[config.mk]
export PLATFORM = sky130hd
export DESIGN_NAME = stream_upsizer
export DESIGN_NICKNAME = d
export VERILOG_FILES = /design/src/rtl/stream_upsizer.sv
export SDC_FILE = /design/constraint.sdc
export NUM_CORES = 1
export LEC_CHECK = 0
export CAP_MARGIN = 20
export CELL_PAD_IN_SITES_DETAIL_PLACEMENT = 2
export CELL_PAD_IN_SITES_GLOBAL_PLACEMENT = 2
export CORE_MARGIN = 5
export CORE_UTILIZATION = 37
export DETAILED_ROUTE_END_ITERATION = 16
export GPL_ROUTABILITY_DRIVEN = 1
export PLACE_DENSITY_LB_ADDON = 0.1
export SETUP_SLACK_MARGIN = 0.4
export SLEW_MARGIN = 20
export SYNTH_ARGS = -nofsm -noshare
export SYNTH_HDL_FRONTEND = slang
export SYNTH_SLANG_ARGS = --single-unit
[constraint.sdc]
create_clock -name clk_i -period 3.95 [get_ports clk_i]
set_clock_uncertainty 0.1 [all_clocks]
set_input_delay 0.5925 -clock clk_i [delete_from_list [all_inputs] [get_ports clk_i]]
set_output_delay 0.5925 -clock clk_i [all_outputs]
set_load 0.005 [all_outputs]
[src/rtl/stream_upsizer.sv]
// stream_upsizer: packs Ratio narrow valid/ready beats into one wide word with a lane strobe
module stream_upsizer #(
  parameter int unsigned DataWidth = 8,
  parameter int unsigned Ratio     = 4
) (
  input  logic                          clk_i,
  input  logic                          rst_ni,
  input  logic                          flush_i,
  input  logic                          valid_i,
  output logic                          ready_o,
  input  logic [DataWidth-1:0]          data_i,
  input  logic                          last_i,
  output logic                          valid_o,
  input  logic                          ready_i,
  output logic [DataWidth*Ratio-1:0]    data_o,
  output logic [Ratio-1:0]              strb_o,
  output logic                          last_o
);
  localparam int unsigned LaneW = $clog2(Ratio);

  if (Ratio < 2) begin : g_ratio_check
    $error("stream_upsizer: Ratio must be >= 2");
  end

  logic [LaneW-1:0]                lane_q;
  logic [Ratio-2:0][DataWidth-1:0] fill_q;
  logic [Ratio-2:0]                fstrb_q;
  logic                            completes;
  logic                            fire;
  logic [DataWidth*Ratio-1:0]      word;
  logic [Ratio-1:0]                word_strb;

  assign completes = (lane_q == LaneW'(Ratio - 1)) || last_i;
  assign ready_o   = !flush_i && (!completes || !valid_o || ready_i);
  assign fire      = valid_i && ready_o;

  // Word a completing beat would emit; lanes at and above lane_q are still zero in the buffer
  always_comb begin
    word      = {{DataWidth{1'b0}}, fill_q};
    word_strb = {1'b0, fstrb_q};
    for (int k = 0; k < Ratio; k++) begin
      if (lane_q == LaneW'(k)) begin
        word[k*DataWidth +: DataWidth] = data_i;
        word_strb[k]                   = 1'b1;
      end
    end
  end

  // Fill buffer and lane pointer; cleared on flush and whenever a word completes
  always_ff @(posedge clk_i or negedge rst_ni) begin
    if (!rst_ni) begin
      lane_q  <= '0;
      fill_q  <= '0;
      fstrb_q <= '0;
    end else if (flush_i || (fire && completes)) begin
      lane_q  <= '0;
      fill_q  <= '0;
      fstrb_q <= '0;
    end else if (fire) begin
      fill_q[lane_q]  <= data_i;
      fstrb_q[lane_q] <= 1'b1;
      lane_q          <= lane_q + LaneW'(1);
    end
  end

  // Output register: a completing load wins over a drain so back-to-back words keep valid_o high
  always_ff @(posedge clk_i or negedge rst_ni) begin
    if (!rst_ni) begin
      valid_o <= 1'b0;
      data_o  <= '0;
      strb_o  <= '0;
      last_o  <= 1'b0;
    end else if (flush_i) begin
      valid_o <= 1'b0;
      data_o  <= '0;
      strb_o  <= '0;
      last_o  <= 1'b0;
    end else if (fire && completes) begin
      valid_o <= 1'b1;
      data_o  <= word;
      strb_o  <= word_strb;
      last_o  <= last_i;
    end else if (ready_i) begin
      valid_o <= 1'b0;
    end
  end

`ifndef SYNTHESIS
  a_stable : assert property (@(posedge clk_i) disable iff (!rst_ni)
    valid_o && !ready_i && !flush_i |=> valid_o && $stable(data_o) && $stable(strb_o) && $stable(last_o));
  a_strb : assert property (@(posedge clk_i) disable iff (!rst_ni)
    valid_o |-> strb_o[0] && ((strb_o & (strb_o + 1'b1)) == '0));
`endif
endmodule

Word level (Yosys, flattened, before mapping)

Cells that the tools add are included.

Equality and inequality tests: 3
Reduce and logical (&&, ||, !) cells: 15
Mux-type cells: 28
Order comparisons: 2
Bitwise operators: 1
Add/subtract/negate cells: 1

Operator list:

| cell                                                                         | count |
|---|---|
| 32-bit two-way mux                                                           | 2 |
| 24-bit two-way mux                                                           | 2 |
| 8-bit two-way mux                                                            | 5 |
| 24-bit bitwise mux                                                           | 1 |
| 8-bit demux with 2-bit select                                                | 1 |
| 1-bit two-way mux                                                            | 10 |
| 4-bit two-way mux                                                            | 2 |
| 3-bit two-way mux                                                            | 2 |
| 2-bit equality test, second input constant                                   | 2 |
| 1-bit logical AND                                                            | 4 |
| 1-bit logical OR                                                             | 4 |
| 2-bit two-way mux                                                            | 2 |
| 2-bit nonzero test                                                           | 2 |
| 1-bit logical NOT                                                            | 3 |
| 2-bit by 3-bit less-than comparator with 1-bit output, second input constant | 1 |
| 3-bit OR                                                                     | 1 |
| 3-bit nonzero test                                                           | 1 |
| 2-bit by 1-bit adder with 2-bit output, second input constant                | 1 |
| 1-bit demux with 2-bit select                                                | 1 |
| 2-bit by 1-bit equality test with 1-bit output, second input constant        | 1 |
| 2-bit by 1-bit >= comparator with 1-bit output, second input constant        | 1 |
| 2-bit logical NOT                                                            | 1 |

Register bits after elaboration: 67
Output and inout port bits: 39
Logic and storage cells: 59

Logic depth before layout (Yosys ltp)

Gate-level depths: netlist of run 1.

Depth after elaboration: 10
Gate-level depth with buffers: 7

Worst setup path before layout of run 1

Ideal clock, no wire load.

Path type: input -> output
Start: input flush_i
End: output ready_o
Path slack: 2.187 ns
Data required time: 3.257 ns
Buffers on the path: 1
Cell stages on the path: 2
Arrival time: 1.071 ns
Cell sequence: buf_1 -> nor2_1

Cells in the longest elaborated chain, start to end: 2

Ends and longest elaborated chain:

| element           | RTL line | source |
|---|---|---|
| from (decl)       | 8        | `input logic flush_i,` |
| 1-bit logical NOT | 34       | `assign ready_o = !flush_i && (!completes \|\| !valid_o \|\| ready_i);` |
| 1-bit logical AND | 34       |  |
| to (decl)         | 10       | `output logic ready_o,` |

No other way between the ends.

Final worst setup path of run 1

Start: register lane_q[0]
End: output ready_o

Cells in the longest elaborated chain, start to end: 6

Ends and longest elaborated chain:

| element                       | RTL line | source |
|---|---|---|
| from (decl)                   | 25       | `logic [LaneW-1:0] lane_q;` |
| from (signal assigned)        | 62       | `lane_q <= lane_q + LaneW'(1);` |
| 2-bit equality test           | 33       | `assign completes = (lane_q == LaneW'(Ratio - 1)) \|\| last_i;` |
| 1-bit logical OR              | 33       |  |
| 1-bit logical NOT             | 34       |  |
| 1-bit logical OR (2 in a row) | 34       |  |
| 1-bit logical AND             | 34       |  |

No other way between the ends.

==> reports/summary.md, run 1 <==
The run finished with clean final reports. In this run the remaining antenna-violating nets after routing total 0. Dividing the detail-routed wire length by the instance count gives 19.5 microns. The portion of total power attributed to combinational logic was 0.109.

The internal portion of the total power is 1150 uW. Excluding fillers, the count of instances in the completed layout stands at 413. At the worst endpoint, the required time is 3.26 ns. The fraction of layout cells with a size suffix above 1 is 0.0965. In this run the clock root is driven by a sky130_fd_sc_hd__clkbuf_8.

The tools report the number of global-route vias before repair as 2,405. In the synthesized netlist, the number of instances is 259. Counting flops and latches in the post-synthesis netlist gives 67. The overall die height came out at 100 microns. Setup repair after global routing left no endpoint under its margin. The complex-gate fraction of the synthesized area is 0.126.

The congestion estimate from routability-driven global placement came to 0.747. The combined flip-flop and latch cell area was 1680 sq um. Summing internal, switching and leakage power gives 1530 uW. Summing all placed instances gives a cell area of 3550 sq um. For the initial core utilization, the log shows 0.385. Start point of the critical path: lane_q[0]. The count of nets after finishing was 324.

The post-CTS setup buffer count is 0. The proportion of power drawn by flip-flops and latches was 0.470; the count of cell types in the netlist was 28. Count of yosys warnings during synthesis: 0. Fraction of power spent switching nets: 0.247. Summed over all nets, the half-perimeter wirelength after detailed placement is 5240 microns. The routed via count divided by cell count is 5.26, and the net count after synthesis is 277. The minimum period implied by the final worst setup slack is 2.79 ns, and the number of sinks handled by clock tree synthesis is 67. For the H-tree depth reported by CTS, the log shows 3. Port buffering added 52 buffers.

Summed over all cells, the static leakage comes to 0.00163 uW. Setup violations remaining at the end of the flow were counted as 0. The worst setup path is of the reg2out kind. The count of max-cap constraint violations was 0. The tools report the final non-filler cell area as 3780 sq um.

For this design the total switching power over the nets is 378 uW. The number of rows created at floorplan is 32, and the share of total power in the clock network is 0.421. After synthesis, the largest family of logic cells by area is multiplexers. The run gives 0 as the remaining design rule violation count.

The floorplan step defined a core boundary enclosing 7810 sq um. STA classifies the critical path startpoint as a flop. The violation count after the first detailed-routing iteration is 52. For the post-synthesis sequential area ratio, the log shows 0.558. For the pin with the worst max-slew slack, the measured transition is 0.613 ns.

The tools report the end of the critical path as ready_o. TritonCTS built the clock tree. For the number of hold buffers added after CTS, the log shows 0.

The final route contains 2,172 vias. The post-synthesis share of cell area spent on and, or, nand and nor gates was 0.0953; the floorplan die area was 10,000 sq um. The path class of the tightest hold or removal check is in2async. The first-pass GRT wire length came out at 13,200 microns.

The kind of end point of the critical path is an output pin. Setup slack on the worst reg-to-reg path comes out at 1.64 ns. The logs give 0.358 GHz for the highest clock frequency the design can meet and 397 for the post-placement cell count. The run gives 4 as the number of detailed-routing iterations run before antenna repair. The cell area after synthesis is 3010 sq um, and the multiplexer area fraction after synthesis is 0.160.

The total inserted antenna cells is 0, and the number of cells upsized or downsized after cts is 0. The average instance area after synthesis came out at 11.6 sq um. The peak fanout along the critical path was 7; the area added between synthesis and finish was 25.7%. STA puts the critical path data arrival time at 2.10 ns. The number of cell instances on the worst register-to-register path is 5. For the worst IR drop on VDD, the log shows 0.000201 V. The final count of hold timing violations is 0, and the chip width is 100 microns. The remaining global-route overflow is 0. Clock tree synthesis inserted a total of 9 buffers.

The post-route clock period utilization works out to 0.707. The CTS clock-pin slew for the worst setup and hold paths was 0.08 ns; the number of fillers in the final layout was 790. The power density over the cells came out at 405 nW/um^2. The clock passes through at most 2 buffers. The later-pin clock latency in the skew report is 0.33 ns, and the sum of negative setup slack is 0 ns. Headroom to the max-slew limit: 0.591.

The pin count of the biggest net entering global routing is 40, and the boundary pin count is 53. The final count of pins violating max slew was 0. The post-synthesis adder-cell area fraction came out at 0.0166.

The end of the worst register-to-register path is fill_q[3]. The parity-gate share of the synthesized area counting xor and xnor cells is 0, and the detailed-route wire length is 8050 microns. In the final layout, the multi-input gates occupy 1200 sq um.

Total routing usage reported by global routing: 0.172. The startpoint identified for the worst register-to-register timing path is lane_q[0]. The tools report the number of antenna violations at the first check in global routing as 0.
## sequential cells by signal (all words and copies together) (netlist names)
register,count
data_o,32
fill_q,24
fstrb_q,3
lane_q,2
last_o,1
strb_o,4
valid_o,1
## metrics by stage
| step | utilization | hold slack, ns | setup WS, ns |
|---|---|---|---|
| global route | 0.484 | 0.175 | 0.986 |
| detailed placement | 0.455 | 0.360 | 1.15 |
| CTS | 0.484 | 0.151 | 1.11 |
| global placement | 0.455 | 0.351 | 1.19 |
| finish | 0.484 | 0.152 | 1.16 |
| floorplan | - | 0.197 | 2.19 |
## how the worst min path moves through the flow
stage	from	end	slack, ns	cells after the start
2_1_floorplan	rst_ni	data_o[0]	0.20	0
3_3_place_gp	strb_o[0]	strb_o[0]	0.35	2
3_5_place_dp	strb_o[0]	strb_o[0]	0.36	2
4_1_cts	rst_ni	data_o[26]	0.15	1
5_1_grt	rst_ni	data_o[26]	0.17	1
6_report	rst_ni	data_o[2]	0.15	1
## power by group through the flow
stage	Clock (uW)	Sequential, uW	Combinational [uW]
CTS	666	718	171
detailed placement	0	732	169
global route	694	721	185
floorplan	0	731	81.2
global placement	0	730	166
finish	644	718	167
## cells by family after synthesis
| group | count (synthesis) |
|---|---|
| buffers and inverters | 22 |
| multiplexers | 48 |
| adder cells (fa/ha/maj) | 4 |
| AO/OA/AOI/OAI | 47 |
| flip-flops | 67 |
| AND/OR/NAND/NOR | 71 |
## cells in the final DEF (no fill, tap or decap), drive strengths merged
cell type,count
a31oi,1
o21ai,12
a31o,1
clkbuf,10
a32oi,1
ha,4
mux2i,48
inv,2
and3,2
bufinv,2
a21o,1
nand3,2
nand2,12
a211oi,18
a32o,1
nor2,52
dfrtp,67
nor2b,1
clkinv,2
buf,5
clkinvlp,2
or2,1
nand2b,1
clkdlybuf4s50,51
o211a,3
o31ai,1
a22o,8
## critical path, cell delays in order, from the launching register on
cell,delay (ns)
sky130_fd_sc_hd__dfrtp_1,0.44
sky130_fd_sc_hd__ha_1,0.26
sky130_fd_sc_hd__nor2_1,0.37
sky130_fd_sc_hd__nor2_1,0.10
sky130_fd_sc_hd__nor2_1,0.10
sky130_fd_sc_hd__clkdlybuf4s50_1,0.50
## final cells by class
type                            count  area share
Clock buffer                       10      0.0364
Clock inverter                      6      0.0235
Inverter                            2     0.00199
Multi-Input combinational cell    170       0.316
Sequential cell                    67       0.444
Tap cell                          102      0.0338
Timing Repair Buffer               56       0.144
## cell usage after synthesis
master,instances,area share
sky130_fd_sc_hd__a211oi_1,11,0.027
sky130_fd_sc_hd__a211oi_2,7,0.029
sky130_fd_sc_hd__a21o_1,1,0.0025
sky130_fd_sc_hd__a22o_1,8,0.023
sky130_fd_sc_hd__a31o_2,1,0.0029
sky130_fd_sc_hd__a31oi_1,1,0.0021
sky130_fd_sc_hd__a32o_1,1,0.0033
sky130_fd_sc_hd__a32oi_1,1,0.0029
sky130_fd_sc_hd__and3_1,1,0.0021
sky130_fd_sc_hd__and3_4,1,0.0037
sky130_fd_sc_hd__buf_1,1,0.0012
sky130_fd_sc_hd__buf_2,11,0.018
sky130_fd_sc_hd__buf_4,4,0.010
sky130_fd_sc_hd__buf_6,3,0.011
sky130_fd_sc_hd__clkbuf_1,1,0.0012
sky130_fd_sc_hd__dfrtp_1,67,0.56
sky130_fd_sc_hd__ha_1,4,0.017
sky130_fd_sc_hd__inv_1,2,0.0025
sky130_fd_sc_hd__mux2i_1,48,0.16
sky130_fd_sc_hd__nand2_1,12,0.015
sky130_fd_sc_hd__nand2b_1,1,0.0021
sky130_fd_sc_hd__nand3_1,2,0.0033
sky130_fd_sc_hd__nor2_1,52,0.065
sky130_fd_sc_hd__nor2b_1,1,0.0021
sky130_fd_sc_hd__o211a_1,3,0.010
sky130_fd_sc_hd__o21ai_0,12,0.020
sky130_fd_sc_hd__o31ai_1,1,0.0025
sky130_fd_sc_hd__or2_1,1,0.0021
## per-layer routing
layer  GRT usage  part of all wire  vias to the layer above
met5           0                 0                        -
li1            -                 -                      997
met4      0.0466            0.0092                        0
met3      0.0389             0.035                        5
met2       0.298              0.52                       34
met1       0.215              0.44                     1136
Power figures use the tool's default switching activity.
==> run 2, diff against run 1 <==
--- a/config.mk
+++ b/config.mk
@@ -9,7 +9,7 @@
 export CELL_PAD_IN_SITES_DETAIL_PLACEMENT = 2
 export CELL_PAD_IN_SITES_GLOBAL_PLACEMENT = 2
 export CORE_MARGIN = 5
-export CORE_UTILIZATION = 37
+export CORE_UTILIZATION = 31
 export DETAILED_ROUTE_END_ITERATION = 16
 export GPL_ROUTABILITY_DRIVEN = 1
 export PLACE_DENSITY_LB_ADDON = 0.1
==> constraint.sdc (replaced) <==
create_clock -name clk_i -period 2.35 [get_ports clk_i]
set_clock_uncertainty 0.1 [all_clocks]
set_input_delay 0.3525 -clock clk_i [delete_from_list [all_inputs] [get_ports clk_i]]
set_output_delay 0.3525 -clock clk_i [all_outputs]
set_load 0.005 [all_outputs]
==> run 2 against run 1 <==
Cell area grew 6.0%. Clock power grew 65%. Core utilization shrank 6.7 points. Hold slack gained 0.22 ns. Worst setup slack lost 0.70 ns. Count of clock-buffer cells in the layout is the same. Largest power group unchanged.
==> reports/summary.md, run 2 (synthesized netlist as in run 1, its figures left out) <==
The tools report the detailed-route wire length as 8090 microns (+0.60%). The endpoint required time on the critical path was 1.90 ns (-1.36 ns); the buffering stage count on the worst path with inverters included was 1 (unchanged). Register ranked first by flip-flop count: data_o. For the headroom to the max-slew limit, the log shows 0.578 (-0.0131). The slowest stage of the critical path belongs to the cell sky130_fd_sc_hd__dfrtp_1.

The power density over the cells came out at 642 nW/um^2 (+59%). Dominant delay contributor by cell family on the critical path: flip-flops. The boundary pin count came out at 53 (unchanged). TritonCTS built the clock tree. For the count of endpoints failing setup in the final report, the log shows 0 (unchanged). The tools report the remaining global-route overflow as 0 (unchanged).

The later-pin clock latency in the skew report was 0.34 ns (about the same). The signal on the critical path passes through ha_2 > nor2_4 > nor2_1 > nor2_1 > clkdlybuf4s15_1. The logs give 0.152 (-0.0200) for the total routing usage reported by global routing and 11,800 sq um (+17%) for the floorplan die area. Kind of start point of the critical path: a flop. The overall die height is 108 microns (+8.3%), and the post-placement cell count is 439 (+11%). Post-route clock period utilization: 0.806. The root buffer cell is sky130_fd_sc_hd__clkbuf_8. The worst hold path belongs to the class reg2reg.

Minimum period implied by the final worst setup slack: 1.89 ns. For the number of detailed-routing iterations run before antenna repair, the log shows 4 (unchanged). Cell with the most instances on the worst path: sky130_fd_sc_hd__nor2_1. Number of rows created at floorplan: 36 (+13%). The run gives 2,497 (+3.8%) as the number of global-route vias before repair. The fraction of layout cells with a size suffix above 1 came out at 0.135 (+0.0389).

The logs give 0 (unchanged) for the final count of hold timing violations and 0 (unchanged) for the count of max-cap constraint violations. The number of flip-flops in the largest register was 32 (unchanged). Setup repair after global routing could not meet its margin everywhere. The tools report the number of antenna violations at the first check in global routing as 0 (unchanged). The run gives 39 (-2.5%) as the pin count of the biggest net entering global routing. Worst-margin pin slew: 0.633 ns (+0.0196 ns). The CTS clock-pin slew for the worst setup and hold paths is 0.08 ns (about the same), and the leakage power is 0.00172 uW (+5.3%). The category of the critical setup timing path is reg2out. The logs give 13,500 microns (+2.6%) for the first-pass GRT wire length and 9590 sq um (+23%) for the placeable core region.

The logs give 1.44 ns (-0.66 ns) for the data arrival at the endpoint of the critical path and 2 (unchanged) for the number of buffers on the longest clock path. The logs give 9 (unchanged) for the CTS buffer count and 2,189 (+0.78%) for the overall via count from detail_route. The run finished with clean final reports. The count of nets after finishing is 338 (+4.3%), and the initial core utilization is 0.313 (-0.0717). The tools report the number of sinks handled by clock tree synthesis as 67 (unchanged). The count of non-filler cells in the finished layout came out at 458 (+11%). The number of fillers in the final layout was 1,025 (+30%). The final count of pins violating max slew was 0 (unchanged); the port buffer count was 52 (unchanged). Remaining design rule violation count: 0 (unchanged). Leaving out fill and tap cells, the most frequent cell in the layout is sky130_fd_sc_hd__dfrtp_1.

The top cell types in the final layout, fill and taps aside, are sky130_fd_sc_hd__dfrtp_1 (67), sky130_fd_sc_hd__nor2_1 (51), sky130_fd_sc_hd__clkdlybuf4s50_1 (50). STA classifies the critical path endpoint as an output pin. The worst IR drop on VDD came out at 0.000294 V (+46%). The total inserted antenna cells is 0 (unchanged). The chip width works out to 108 microns (+8.3%). The HPWL after detailed placement is 5470 microns (+4.5%).

The routed via count divided by cell count came out at 4.78 (-9.1%). The H-tree depth reported by CTS is 3 (unchanged). Global placer's final weighted congestion: 0.712 (-4.6%). The post-detailed-route wirelength per cell is 17.7 microns (-9.3%), and the peak fanout along the critical path is 3 (-4). The tools report the violation count after the first detailed-routing iteration as 41 (-21%). The highest clock frequency the design can meet is 0.528 GHz, and the worst stage delay on the critical path is 0.41 ns (-0.09 ns). The tools report the sum of negative setup slack as 0 ns (unchanged).

The tools report the post-detailed-route count of antenna-violating nets as 0 (unchanged). The area added between synthesis and finish came out at 33.2%. The largest registers in the layout are data_o: 32 flops, fill_q: 24 flops, strb_o: 4 flops.
==> run 2: worst reg2reg max path, delay by kind of cell, from the launching register on <==
kind	cells	cell delay, ns
multiplexers	1	0.21
flip-flops	1	0.41
AND/OR/NAND/NOR	1	0.07
buffers and inverters	4	0.57
AO/OA/AOI/OAI	1	0.21
adder cells (fa/ha/maj)	1	0.15
==> run 2: worst paths after layout <==
path | from | end | slack (ns) | depth (start not counted)
max | lane_q[1] | ready_o | 0.46 | 5
min | strb_o[0] | strb_o[0] | 0.38 | 2
max reg2reg | lane_q[1] | fill_q[11] | 0.50 | 8
min reg2reg | strb_o[0] | strb_o[0] | 0.38 | 2
max in group asynchronous | rst_ni | fill_q[3] | 1.11 | 3
min in group asynchronous | rst_ni | data_o[2] | 0.47 | 2
==> run 2: power breakdown <==
part | switching, uW | total, uW | internal [uW]
Clock | 460 | 1060 | 600
Sequential | 18.3 | 1200 | 1190
Combinational | 165 | 309 | 144
==> run 2: cell type report <==
class | instances | area [sq um] | share of cell area
Clock inverter | 6 | 88.8 | 0.0222
Inverter | 2 | 7.51 | 0.00187
Clock buffer | 10 | 128 | 0.0319
Sequential cell | 67 | 1680 | 0.419
Tap cell | 133 | 166 | 0.0415
Multi-Input combinational cell | 170 | 1210 | 0.301
Timing Repair Buffer | 70 | 732 | 0.183
==> run 2: routing by layer <==
layer / vias to the layer above / GRT usage / share of wire
li1: 1020 / - / -
met1: 1123 / 0.193 / 0.47
met2: 39 / 0.254 / 0.49
met3: 7 / 0.0299 / 0.030
met5: - / 0 / 0
met4: 0 / 0.0568 / 0.011
==> run 2: what timing repair did <==
item,4_1_cts,5_1_grt
setup endpoints to repair,2,3
hold buffers,1,0
gates resized for setup,4,2
buffers inserted,2,0
endpoints found under the hold margin,21,0
==> run 2: per-stage QoR <==
step	hold WS, ns	worst slack, ns	power [uW]	utilization	cell area [sq um]
after floorplan	-0.0431	0.658	1370	-	3010
after global placement	0.306	0.250	1530	0.391	3750
after detailed placement	0.319	0.151	1540	0.391	3750
after CTS	0.389	0.400	2630	0.417	4000
after global routing	0.403	0.377	2710	0.417	4010
final	0.376	0.456	2570	0.417	4010
==> run 3, diff against run 2 <==
--- a/config.mk
+++ b/config.mk
@@ -9,7 +9,7 @@
 export CELL_PAD_IN_SITES_DETAIL_PLACEMENT = 2
 export CELL_PAD_IN_SITES_GLOBAL_PLACEMENT = 2
 export CORE_MARGIN = 5
-export CORE_UTILIZATION = 31
+export CORE_UTILIZATION = 34
 export DETAILED_ROUTE_END_ITERATION = 16
 export GPL_ROUTABILITY_DRIVEN = 1
 export PLACE_DENSITY_LB_ADDON = 0.1
==> constraint.sdc (replaced) <==
create_clock -name clk_i -period 1.9 [get_ports clk_i]
set_clock_uncertainty 0.1 [all_clocks]
set_input_delay 0.285 -clock clk_i [delete_from_list [all_inputs] [get_ports clk_i]]
set_output_delay 0.285 -clock clk_i [all_outputs]
set_load 0.005 [all_outputs]
==> run 3 against run 2 <==
The run now ends with setup timing left. Power grew 47%. Sequential cell count did not move. Critical endpoint is now fill_q[14]. Die area shrank 8.0%. Worst setup slack worse by 0.49 ns. Critical path type is now reg2reg. Cell area grew 35%. Clock power increased by 45%. Sequential share of layout area shrank 11 points. Combinational power increased by 140%. Count of clock-buffer cells in the layout unchanged.
==> reports/summary.md, run 3 (synthesized netlist as in run 1, its figures left out) <==
The flow ran to the end, but the final reports show violations. The final reports fail on setup timing. The class of the tightest hold or removal check was in2async.

The H-tree depth reported by CTS came out at 3 (unchanged). The CTS clock-pin slew for the worst setup and hold paths is 0.09 ns (about the same). The register ranked first by flip-flop count was data_o. The largest registers in the layout are data_o: 32 flops, fill_q: 24 flops, strb_o: 4 flops. The post-route clock period utilization is 1.02. Setup repair after global routing could not meet its margin everywhere.

Total inserted antenna cells: 0 (unchanged). The global placer's final weighted congestion was 0.752 (+5.6%); the number of antenna violations at the first check in global routing was 0 (unchanged). The worst setup path is launched from a flop. The run gives 1 (+1) as the count of endpoints failing setup in the final report. The run gives -0.03 ns (-0.53 ns) as the worst-case register-to-register setup slack. The number of flip-flops in the largest register is 32 (unchanged), and the endpoint required time on the critical path is 2.04 ns (+0.14 ns). The number of cell instances on the worst register-to-register path is 7 (-1). The remaining design rule violation count came out at 0 (unchanged). The minimum period implied by the final worst setup slack works out to 1.93 ns. The leakage power is 0.00244 uW (+42%).

The count of nets after finishing was 406 (+20%). The chip width is 104 microns (-4.1%), and the overall die height is 104 microns (-4.1%). The fraction of layout cells with a size suffix above 1 was 0.539 (+0.404). The tools report the placement-stage cell area as 3870 sq um (+3.2%). Boundary pin count: 53 (unchanged). Headroom to the max-slew limit: 0.561 (-0.0173). For the floorplan die area, the log shows 10,800 sq um (-8.0%). Count of max-cap constraint violations: 0 (unchanged). The worst IR drop on VDD is 0.000589 V (+100%). The violation count after the first detailed-routing iteration is 80 (+95%), and the final non-filler cell area is 5420 sq um (+35%). The first-pass GRT wire length was 18,600 microns (+38%); the post-detailed-route wirelength per cell was 29.2 microns (+66%). For the pin count of the biggest net entering global routing, the log shows 68 (+74%). TritonCTS built the clock tree.

The peak fanout along the critical path is 9 (+6), and the power density over the cells is 698 nW/um^2 (+8.7%). The final count of pins violating max slew was 0 (unchanged); the area added between synthesis and finish was 80.1%. The logs give 2.07 ns (+0.63 ns) for the data arrival at the endpoint of the critical path and 0 (unchanged) for the remaining global-route overflow. The port buffer count is 52 (unchanged).

The run gives 0.222 (+0.0702) as the total routing usage reported by global routing. The final cell utilization of the core was 0.624 (+0.207); the worst-margin pin slew was 0.656 ns (+0.0239 ns). The tools report the placeable core region as 8680 sq um (-9.5%).

The worst register-to-register path begins at lane_q[1]. Category of the critical setup timing path: reg2reg. The overall via count from detail_route came out at 2,648 (+21%). The library cells used most frequently in the layout, excluding fill and tap cells, are sky130_fd_sc_hd__dfrtp_1 (67), sky130_fd_sc_hd__buf_4 (52), sky130_fd_sc_hd__dlygate4sd2_1 (38).

The HPWL after detailed placement came out at 5900 microns (+7.7%). The number of rows created at floorplan is 34 (-5.6%), and the number of global-route vias before repair is 3,130 (+25%). The worst setup path is captured at a flop. The routed via count divided by cell count works out to 5.29 (+11%). The library cell used most frequently in the layout, excluding fill and tap cells, is sky130_fd_sc_hd__dfrtp_1. The run gives 2 (unchanged) as the number of buffers on the longest clock path.

For the number of detailed-routing iterations run before antenna repair, the log shows 4 (unchanged). The number of sinks handled by clock tree synthesis was 67 (unchanged); the detailed-route wire length was 14,700 microns (+81%). The worst register-to-register path ends at fill_q[14]. The CTS buffer count was 9 (unchanged); the final worst slack was -0.0337 ns (-0.490 ns). The tree is rooted in a sky130_fd_sc_hd__clkbuf_8. The post-detailed-route count of antenna-violating nets was 0 (unchanged); the later-pin clock latency in the skew report was 0.36 ns (+0.02 ns). The initial core utilization was 0.346 (+0.0331). Static timing analysis puts the maximum clock frequency at 0.517 GHz. For the final count of hold timing violations, the log shows 0 (unchanged).
==> run 3: per-layer routing <==
layer,track usage,part of all wire,vias to the layer above
li1,-,-,1164
met5,0,0,-
met1,0.261,0.42,1397
met2,0.398,0.52,64
met3,0.0403,0.030,23
met4,0.0851,0.026,0
==> run 3: how the worst max path moves through the flow <==
stage	from	endpoint	depth (start not counted)
2_1_floorplan	lane_q[0]	data_o[17]	6
3_3_place_gp	last_i	ready_o	5
3_5_place_dp	valid_i	data_o[5]	6
4_1_cts	lane_q[0]	ready_o	5
5_1_grt	lane_q[1]	fill_q[14]	7
6_report	lane_q[1]	fill_q[14]	7
==> run 3: cell type report <==
| class | count | area, sq um |
|---|---|---|
| Fill cell | 737 | 3260 |
| Timing Repair Buffer | 138 | 1440 |
| Clock buffer | 10 | 128 |
| Clock inverter | 6 | 113 |
| Tap cell | 108 | 135 |
| Sequential cell | 67 | 1680 |
| Inverter | 2 | 10.0 |
| Multi-Input combinational cell | 170 | 1910 |
==> run 3: worst max-delay path: stages, from the launching register on <==
cell and delay (ns):
sky130_fd_sc_hd__dfrtp_1 0.46, sky130_fd_sc_hd__buf_4 0.19, sky130_fd_sc_hd__inv_2 0.09, sky130_fd_sc_hd__ha_2 0.21, sky130_fd_sc_hd__o211a_1 0.22, sky130_fd_sc_hd__buf_12 0.17, sky130_fd_sc_hd__mux2i_2 0.29, sky130_fd_sc_hd__nor2_1 0.10
==> run 3: stage by stage <==
stage	hold WS, ns	TNS [ns]	setup slack, ns	total power [uW]	instances
after floorplan	-0.111	0	0.311	1700	259
after global placement	0.245	-0.694	-0.0817	1930	430
after detailed placement	0.247	-2.83	-0.128	1940	430
after CTS	0.375	0	0.130	3560	493
after global routing	0.421	-0.0802	-0.0649	3920	501
final	0.371	-0.0337	-0.0337	3780	501
==> run 3: timing repair <==
action                                  4_1_cts  5_1_grt
endpoints found under the setup margin      105       67
pin swaps                                    24       20
buffers inserted                             40        5
hold buffers                                  1        0
gates resized for setup                     126      109
cloned                                        6        3
hold endpoints to repair                     67        0
==> run 3: report_power, final <==
group	switching [uW]	leakage, uW	internal [uW]
Clock	659	0.000121	879
Combinational	382	0.00140	355
Sequential	39.2	0.000923	1470
Total	1080	0.00244	2700
